[config.mk]
export PLATFORM = sky130hd
export DESIGN_NAME = sample_fifo
export DESIGN_NICKNAME = d
export VERILOG_FILES = /design/src/rtl/fifo_pkg.sv /design/src/rtl/sample_fifo_mem.sv /design/src/rtl/sample_fifo.sv
export SDC_FILE = /design/constraint.sdc
export NUM_CORES = 2
export LEC_CHECK = 0
export CORE_MARGIN = 2
export CORE_UTILIZATION = 60
export DETAILED_ROUTE_END_ITERATION = 7
export DONT_BUFFER_PORTS = 1
export PLACE_DENSITY = 0.84
export SLEW_MARGIN = 20
export SYNTH_ARGS = -nofsm -noshare
export SYNTH_HDL_FRONTEND = slang
export SYNTH_SLANG_ARGS = --single-unit
[constraint.sdc]
create_clock -name clk_i -period 6.5 [get_ports clk_i]
set_input_delay 1.3 -clock clk_i [delete_from_list [all_inputs] [get_ports clk_i]]
set_output_delay 1.3 -clock clk_i [all_outputs]
set_load 0.02 [all_outputs]
[src/rtl/fifo_pkg.sv]
// Shared constants and helpers for the sample FIFO family.
//   DEF_DATA_SIZE / DEF_ADDR_SIZE : default parameter values
//   DEPTH(addr_size)              : number of words for a given address width
//   LEVEL_W(addr_size)            : width of pointers and fill level
package fifo_pkg;

  localparam int unsigned DEF_DATA_SIZE = 12;
  localparam int unsigned DEF_ADDR_SIZE = 8;

  function automatic int unsigned DEPTH(input int unsigned addr_size);
    return 32'd1 << addr_size;
  endfunction

  // One extra bit over the address distinguishes full from empty.
  function automatic int unsigned LEVEL_W(input int unsigned addr_size);
    return addr_size + 32'd1;
  endfunction

endpackage

[src/rtl/sample_fifo_mem.sv]
// Simple dual-port RAM for the sample FIFO.
//   clk, rst_n       : clock, asynchronous active-low reset (read register only)
//   w_en/w_addr/w_data : synchronous write port
//   r_en/r_addr      : read request; r_data is registered (1-cycle latency)
//   r_data           : read data, holds its value while r_en is low
module sample_fifo_mem
  import fifo_pkg::*;
#(
  parameter int unsigned DATA_SIZE = DEF_DATA_SIZE,
  parameter int unsigned ADDR_SIZE = DEF_ADDR_SIZE
) (
  input  logic                 clk,
  input  logic                 rst_n,
  input  logic                 w_en,
  input  logic [ADDR_SIZE-1:0] w_addr,
  input  logic [DATA_SIZE-1:0] w_data,
  input  logic                 r_en,
  input  logic [ADDR_SIZE-1:0] r_addr,
  output logic [DATA_SIZE-1:0] r_data
);

  logic [DATA_SIZE-1:0] mem [0:DEPTH(ADDR_SIZE)-1];

  // Storage array carries no reset so it can map onto block RAM.
  always_ff @(posedge clk) begin
    if (w_en) mem[w_addr] <= w_data;
  end

  always_ff @(posedge clk or negedge rst_n) begin
    if (!rst_n)    r_data <= '0;
    else if (r_en) r_data <= mem[r_addr];
  end

endmodule

[src/rtl/sample_fifo.sv]
// Single-clock sample FIFO with exact fill level, programmable
// almost-full/almost-empty thresholds, sticky overflow/underflow flags,
// synchronous flush and a registered read port with a valid strobe.
//   clk_i, rst_i           : clock, asynchronous active-low reset
//   w_inc_i, w_data_i      : write request and data
//   r_inc_i                : read request
//   r_data_o, r_valid_o    : registered read data and its one-cycle strobe
//   flush_i                : synchronous clear of pointers (contents kept)
//   clr_flags_i            : clears sticky overflow/underflow
//   af_thresh_i/ae_thresh_i: almost-full (level >=) / almost-empty (level <=)
//   full_o, empty_o, almost_full_o, almost_empty_o, level_o : status
//   overflow_o, underflow_o: sticky error flags
module sample_fifo
  import fifo_pkg::*;
#(
  parameter int unsigned DATA_SIZE = DEF_DATA_SIZE,
  parameter int unsigned ADDR_SIZE = DEF_ADDR_SIZE
) (
  input  logic                 clk_i,
  input  logic                 rst_i,
  input  logic                 w_inc_i,
  input  logic [DATA_SIZE-1:0] w_data_i,
  input  logic                 r_inc_i,
  output logic [DATA_SIZE-1:0] r_data_o,
  output logic                 r_valid_o,
  input  logic                 flush_i,
  input  logic                 clr_flags_i,
  input  logic [ADDR_SIZE:0]   af_thresh_i,
  input  logic [ADDR_SIZE:0]   ae_thresh_i,
  output logic                 full_o,
  output logic                 empty_o,
  output logic                 almost_full_o,
  output logic                 almost_empty_o,
  output logic [ADDR_SIZE:0]   level_o,
  output logic                 overflow_o,
  output logic                 underflow_o
);

  localparam int unsigned     LW      = LEVEL_W(ADDR_SIZE);
  localparam logic [LW-1:0]   DEPTH_L = LW'(DEPTH(ADDR_SIZE));

  logic [LW-1:0] w_ptr, r_ptr, level;
  logic          w_acc, r_acc;

  // Modular difference of the extended pointers is the exact fill level.
  assign level          = w_ptr - r_ptr;
  assign level_o        = level;
  assign full_o         = (level == DEPTH_L);
  assign empty_o        = (level == '0);
  assign almost_full_o  = (level >= af_thresh_i);
  assign almost_empty_o = (level <= ae_thresh_i);

  // Flush suppresses both accepts, so it also suppresses memory access.
  assign w_acc = w_inc_i & ~full_o  & ~flush_i;
  assign r_acc = r_inc_i & ~empty_o & ~flush_i;

  always_ff @(posedge clk_i or negedge rst_i) begin
    if (!rst_i) begin
      w_ptr <= '0;
      r_ptr <= '0;
    end else if (flush_i) begin
      w_ptr <= '0;
      r_ptr <= '0;
    end else begin
      if (w_acc) w_ptr <= w_ptr + LW'(1);
      if (r_acc) r_ptr <= r_ptr + LW'(1);
    end
  end

  // Set term is OR-ed last so a coincident error wins over clr_flags_i.
  always_ff @(posedge clk_i or negedge rst_i) begin
    if (!rst_i) begin
      overflow_o  <= 1'b0;
      underflow_o <= 1'b0;
      r_valid_o   <= 1'b0;
    end else begin
      overflow_o  <= (overflow_o  & ~clr_flags_i) | (w_inc_i & full_o  & ~flush_i);
      underflow_o <= (underflow_o & ~clr_flags_i) | (r_inc_i & empty_o & ~flush_i);
      r_valid_o   <= r_acc;
    end
  end

  sample_fifo_mem #(
    .DATA_SIZE (DATA_SIZE),
    .ADDR_SIZE (ADDR_SIZE)
  ) u_mem (
    .clk    (clk_i),
    .rst_n  (rst_i),
    .w_en   (w_acc),
    .w_addr (w_ptr[ADDR_SIZE-1:0]),
    .w_data (w_data_i),
    .r_en   (r_acc),
    .r_addr (r_ptr[ADDR_SIZE-1:0]),
    .r_data (r_data_o)
  );

endmodule
==> reports/qor.txt <==
=====================================================================================
Run status ............................................................. finished with violations
Violated checks ........................................................          DRC
Syn avg cell area ......................................................     20.8 µm²
Remaining design rule violation count ..................................          142
Class of the tightest hold or removal check ............................ input port to asynchronous set/reset pin
Vias in the first global route .........................................        66700
RSZ-0062 raised after global routing ...................................           no
Maximum fanout along the worst path ....................................           15
Deepest level of the CTS H-tree ........................................            5
Ys async rst share .....................................................        1.06%
Layout cells sized above 1 .............................................        24.7%
CP cell instances ...................................................... ha_1, fa_1, xnor2_1, ha_1, o21a_1, o21a_1, o21a_1, o211ai_1, a21oi_1, maj3_1, a22oi_1, buf_4
Total die area .........................................................    0.205 mm²
Critical path start-end classification ................................. register to output port
Count of buffering cells on the critical path with inverters included ..            1
Number of nets in the layout ...........................................         6033
Final Skew .............................................................      62.9 ps
CTS buffer count .......................................................          299
Sum of net half-perimeters after detailed placement ....................    176000 µm
Critical R2R Launch ....................................................     r_ptr[1]
Slowest stage cell on the critical path ................................ sky130_fd_sc_hd__xnor2_1
Number of gates given a new drive strength after cts ...................            0
Area overhead of the layout relative to synthesis ......................        11.8%
Iteration count of the initial detailed-routing pass ...................            8
Via density per instance ...............................................         7.53
Final hold violation count .............................................            0
Routed vias ............................................................        66500
Number of top-level pins ...............................................           64
Initial antenna violation count ........................................            7
Setup slack of the worst register-to-register path .....................       710 ps
Worst r2r path cells ...................................................            9
Number of synthesized flops with an enable pin .........................         3072
Worst Tran Pin Value ...................................................      1340 ps
Maximum number of pins on one net before global-route repair ...........          257
Relative slew slack ....................................................        9.81%
Total gr overflow ......................................................            0
Number of max-slew violations in the final report ......................            0
Arrival time worst endpoint ............................................      4820 ps
Part of the Yosys area used for sequential elements ....................        77.1%
Kind of launch point of the worst setup path ...........................     register
Highest cell delay on the worst timing path ............................       680 ps
Setup repair bufs after CTS ............................................            0
Total of hold buffers inserted after clock tree synthesis ..............            0
Last weighted congestion value of the routability-driven placer ........        0.960
Y dimension of the die .................................................       453 µm
Number of sinks driven by the clock tree ...............................         3105
Post-synth top flop .................................................... sky130_fd_sc_hd__edfxtp_1
Worst setup timing slack at the placement stage ........................      1060 ps
Power per unit of standard cell area ...................................   323 mW/mm²
Final critical-path setup slack ........................................       375 ps
Worst vdd ir ...........................................................     0.312 mV
Library cells used by synthesis ........................................           70
Clock-pin transition on the worst setup and hold timing paths ..........        60 ps
Number of nets produced by synthesis ...................................         5862
Overall routing resource usage .........................................        33.6%
Data required time at the worst endpoint ...............................      5200 ps
Final setup violating endpoints ........................................            0
Critical Path End Type .................................................  output port
Largest buffer count on any clock path .................................            4
Most frequent cell on the critical path ................................ sky130_fd_sc_hd__o21a_1
Setup TNS Final ........................................................         0 ps
Number of instances in the synthesized netlist .........................         5797
Count of routing violations after the opening detailed-route iteration .        12800
Port bufs ..............................................................            0
Residual antenna-violating net count after detailed routing ............            0
Worst flop-to-flop path endpoint ....................................... u_mem.r_data[7]
Number of inserted filler cells in the final layout ....................        11200
Total wire length after detailed routing ...............................    345000 µm
Path length in cells of the critical path ..............................           12
Clock root buffer master ............................................... sky130_fd_sc_hd__clkbuf_16
Family of cells with the greatest summed delay on the critical path ....  adder cells
Area of the mapped netlist .............................................    0.121 mm²
Static leakage .........................................................      41.5 nW
Final period util ......................................................        94.2%
Time the worst path needs with I/O delays and setup ....................      6120 ps
Area of the placeable core .............................................    0.200 mm²
Initial cell density of the core .......................................        60.4%
Worst-skew pair later-pin latency ......................................       950 ps
First-pass GRT wire length .............................................    490000 µm
Die span in x ..........................................................       453 µm
Rows ...................................................................          164
Warning count from the yosys run .......................................            0
Achievable Freq ........................................................    0.163 GHz
Seq cells post-synth ...................................................         3105
Clock tree from TritonCTS ..............................................        built
Routed length per placed instance ......................................      39.0 µm
Maximum capacitance violations .........................................            0
=====================================================================================
final cells by class:
class | count | area (µm²) | area share, %
Tap cell | 2656 | 3320 | 2.46
Multi-Input combinational cell | 2289 | 27400 | 20.3
Clock inverter | 139 | 1240 | 0.919
Timing Repair Buffer | 240 | 1940 | 1.44
Clock buffer | 371 | 7900 | 5.85
Sequential cell | 3105 | 93100 | 68.9
Antenna cell | 2 | 5.00 | 0.00371
Inverter | 33 | 126 | 0.0936
cell usage after synthesis, types with 13 or more instances:
| master | n | area, µm² |
|---|---|---|
| sky130_fd_sc_hd__o21ai_0 | 75 | 375 |
| sky130_fd_sc_hd__mux2i_1 | 288 | 2880 |
| sky130_fd_sc_hd__a211oi_1 | 22 | 165 |
| sky130_fd_sc_hd__a21oi_1 | 121 | 606 |
| sky130_fd_sc_hd__ha_1 | 28 | 350 |
| sky130_fd_sc_hd__nor4_1 | 105 | 657 |
| sky130_fd_sc_hd__a221o_1 | 15 | 150 |
| sky130_fd_sc_hd__nor2b_1 | 20 | 125 |
| sky130_fd_sc_hd__nor3_1 | 139 | 696 |
| sky130_fd_sc_hd__dfrtp_1 | 33 | 826 |
| sky130_fd_sc_hd__buf_4 | 65 | 488 |
| sky130_fd_sc_hd__nand4_1 | 29 | 181 |
| sky130_fd_sc_hd__a22oi_1 | 235 | 1760 |
| sky130_fd_sc_hd__nand2_1 | 114 | 428 |
| sky130_fd_sc_hd__inv_1 | 28 | 105 |
| sky130_fd_sc_hd__buf_2 | 78 | 390 |
| sky130_fd_sc_hd__buf_1 | 23 | 86.3 |
| sky130_fd_sc_hd__o211ai_1 | 18 | 135 |
| sky130_fd_sc_hd__nand3_1 | 57 | 285 |
| sky130_fd_sc_hd__a22o_1 | 16 | 140 |
| sky130_fd_sc_hd__edfxtp_1 | 3072 | 92200 |
| sky130_fd_sc_hd__mux4_2 | 644 | 14500 |
| sky130_fd_sc_hd__nor2_1 | 129 | 484 |
| sky130_fd_sc_hd__a31oi_1 | 18 | 113 |
| sky130_fd_sc_hd__clkbuf_1 | 197 | 739 |
| sky130_fd_sc_hd__o31ai_1 | 13 | 97.6 |
| sky130_fd_sc_hd__a221oi_1 | 65 | 569 |
sequential cells by signal, summed over array words and instances, names as in the netlist:
name / cells
u_mem.mem: 3072
underflow_o: 1
r_ptr: 9
u_mem.r_data: 12
r_valid_o: 1
overflow_o: 1
w_ptr: 9
how the worst max path moves through the flow:
stage                   from                  to  slack, ps
CTS                 r_ptr[0]      almost_empty_o        370
global placement    r_ptr[0]  u_mem.mem[202][10]       1150
floorplan           r_ptr[2]      almost_empty_o        800
detailed placement  r_ptr[0]    u_mem.mem[74][4]       1060
finish              r_ptr[0]      almost_empty_o        380
global route        r_ptr[0]      almost_empty_o        230
per-layer routing:
metal	share of wire [%]	global-route usage [%]	vias to the layer above	routed length (µm)
met3	15	10.4	1455	50900
li1	-	-	24800	-
met2	47	52.1	6810	162000
met4	7.7	21.1	18	26500
met5	0.072	0.117	-	247
met1	31	41.8	33400	106000
worst register-to-register path: stages (launching register included):
cell,delay [ps]
sky130_fd_sc_hd__dfrtp_4,570
sky130_fd_sc_hd__buf_4,640
sky130_fd_sc_hd__buf_4,760
sky130_fd_sc_hd__buf_4,940
sky130_fd_sc_hd__mux4_2,480
sky130_fd_sc_hd__a22oi_1,380
sky130_fd_sc_hd__a21oi_1,270
sky130_fd_sc_hd__a211oi_1,1140
sky130_fd_sc_hd__nand3_1,260
sky130_fd_sc_hd__o22a_1,250
metrics by stage:
stage | hold WS [ps] | instances | power [mW] | utilization (%) | cell area [µm²]
floorplan | 534 | 5797 | 25.7 | - | 121000
global placement | 538 | 8323 | 26.8 | 62.8 | 126000
detailed placement | 563 | 8323 | 26.9 | 62.8 | 126000
CTS | 24.7 | 8833 | 43.4 | 67.4 | 135000
global route | 34.0 | 8833 | 44.3 | 67.6 | 135000
finish | 51.1 | 8835 | 43.6 | 67.6 | 135000
cells in the final DEF (no fill, tap or decap), types with 28 or more instances in the layout:
| cell type | synthesis | layout |
|---|---|---|
| sky130_fd_sc_hd__clkinv_1 | 5 | 63 |
| sky130_fd_sc_hd__clkbuf_16 | 0 | 306 |
| sky130_fd_sc_hd__nor4_2 | 0 | 87 |
| sky130_fd_sc_hd__clkbuf_1 | 197 | 65 |
| sky130_fd_sc_hd__a21oi_1 | 121 | 121 |
| sky130_fd_sc_hd__nand4_1 | 29 | 29 |
| sky130_fd_sc_hd__buf_4 | 65 | 228 |
| sky130_fd_sc_hd__o21ai_0 | 75 | 75 |
| sky130_fd_sc_hd__nor3_1 | 139 | 51 |
| sky130_fd_sc_hd__mux4_2 | 644 | 644 |
| sky130_fd_sc_hd__nor3_2 | 0 | 38 |
| sky130_fd_sc_hd__a221oi_1 | 65 | 65 |
| sky130_fd_sc_hd__nand3_1 | 57 | 56 |
| sky130_fd_sc_hd__mux2i_1 | 288 | 288 |
| sky130_fd_sc_hd__edfxtp_1 | 3072 | 3072 |
| sky130_fd_sc_hd__nand2_1 | 114 | 99 |
| sky130_fd_sc_hd__nor2_1 | 129 | 107 |
| sky130_fd_sc_hd__a22oi_1 | 235 | 235 |
| sky130_fd_sc_hd__ha_1 | 28 | 28 |
| sky130_fd_sc_hd__nor3_4 | 0 | 50 |
| sky130_fd_sc_hd__clkinv_2 | 0 | 40 |
logic make-up after synthesis:
| family | Yosys count | share of synthesized area, % |
|---|---|---|
| simple gates | 650 | 2.69 |
| xor+xnor | 9 | 0.0777 |
| mux | 935 | 14.4 |
| flops | 3105 | 77.1 |
| buf+inv | 403 | 1.58 |
| compound gates | 663 | 3.85 |
| fa+ha+maj | 32 | 0.331 |
power by group:
part / leakage [nW] / internal, mW / switching [mW] / total [mW]
Combinational: 9.05 / 1.91 / 2.60 / 4.52
Sequential: 28.0 / 22.0 / 0.139 / 22.2
Clock: 4.45 / 9.49 / 7.42 / 16.9
Note: power is estimated with default switching activity, not from simulation.
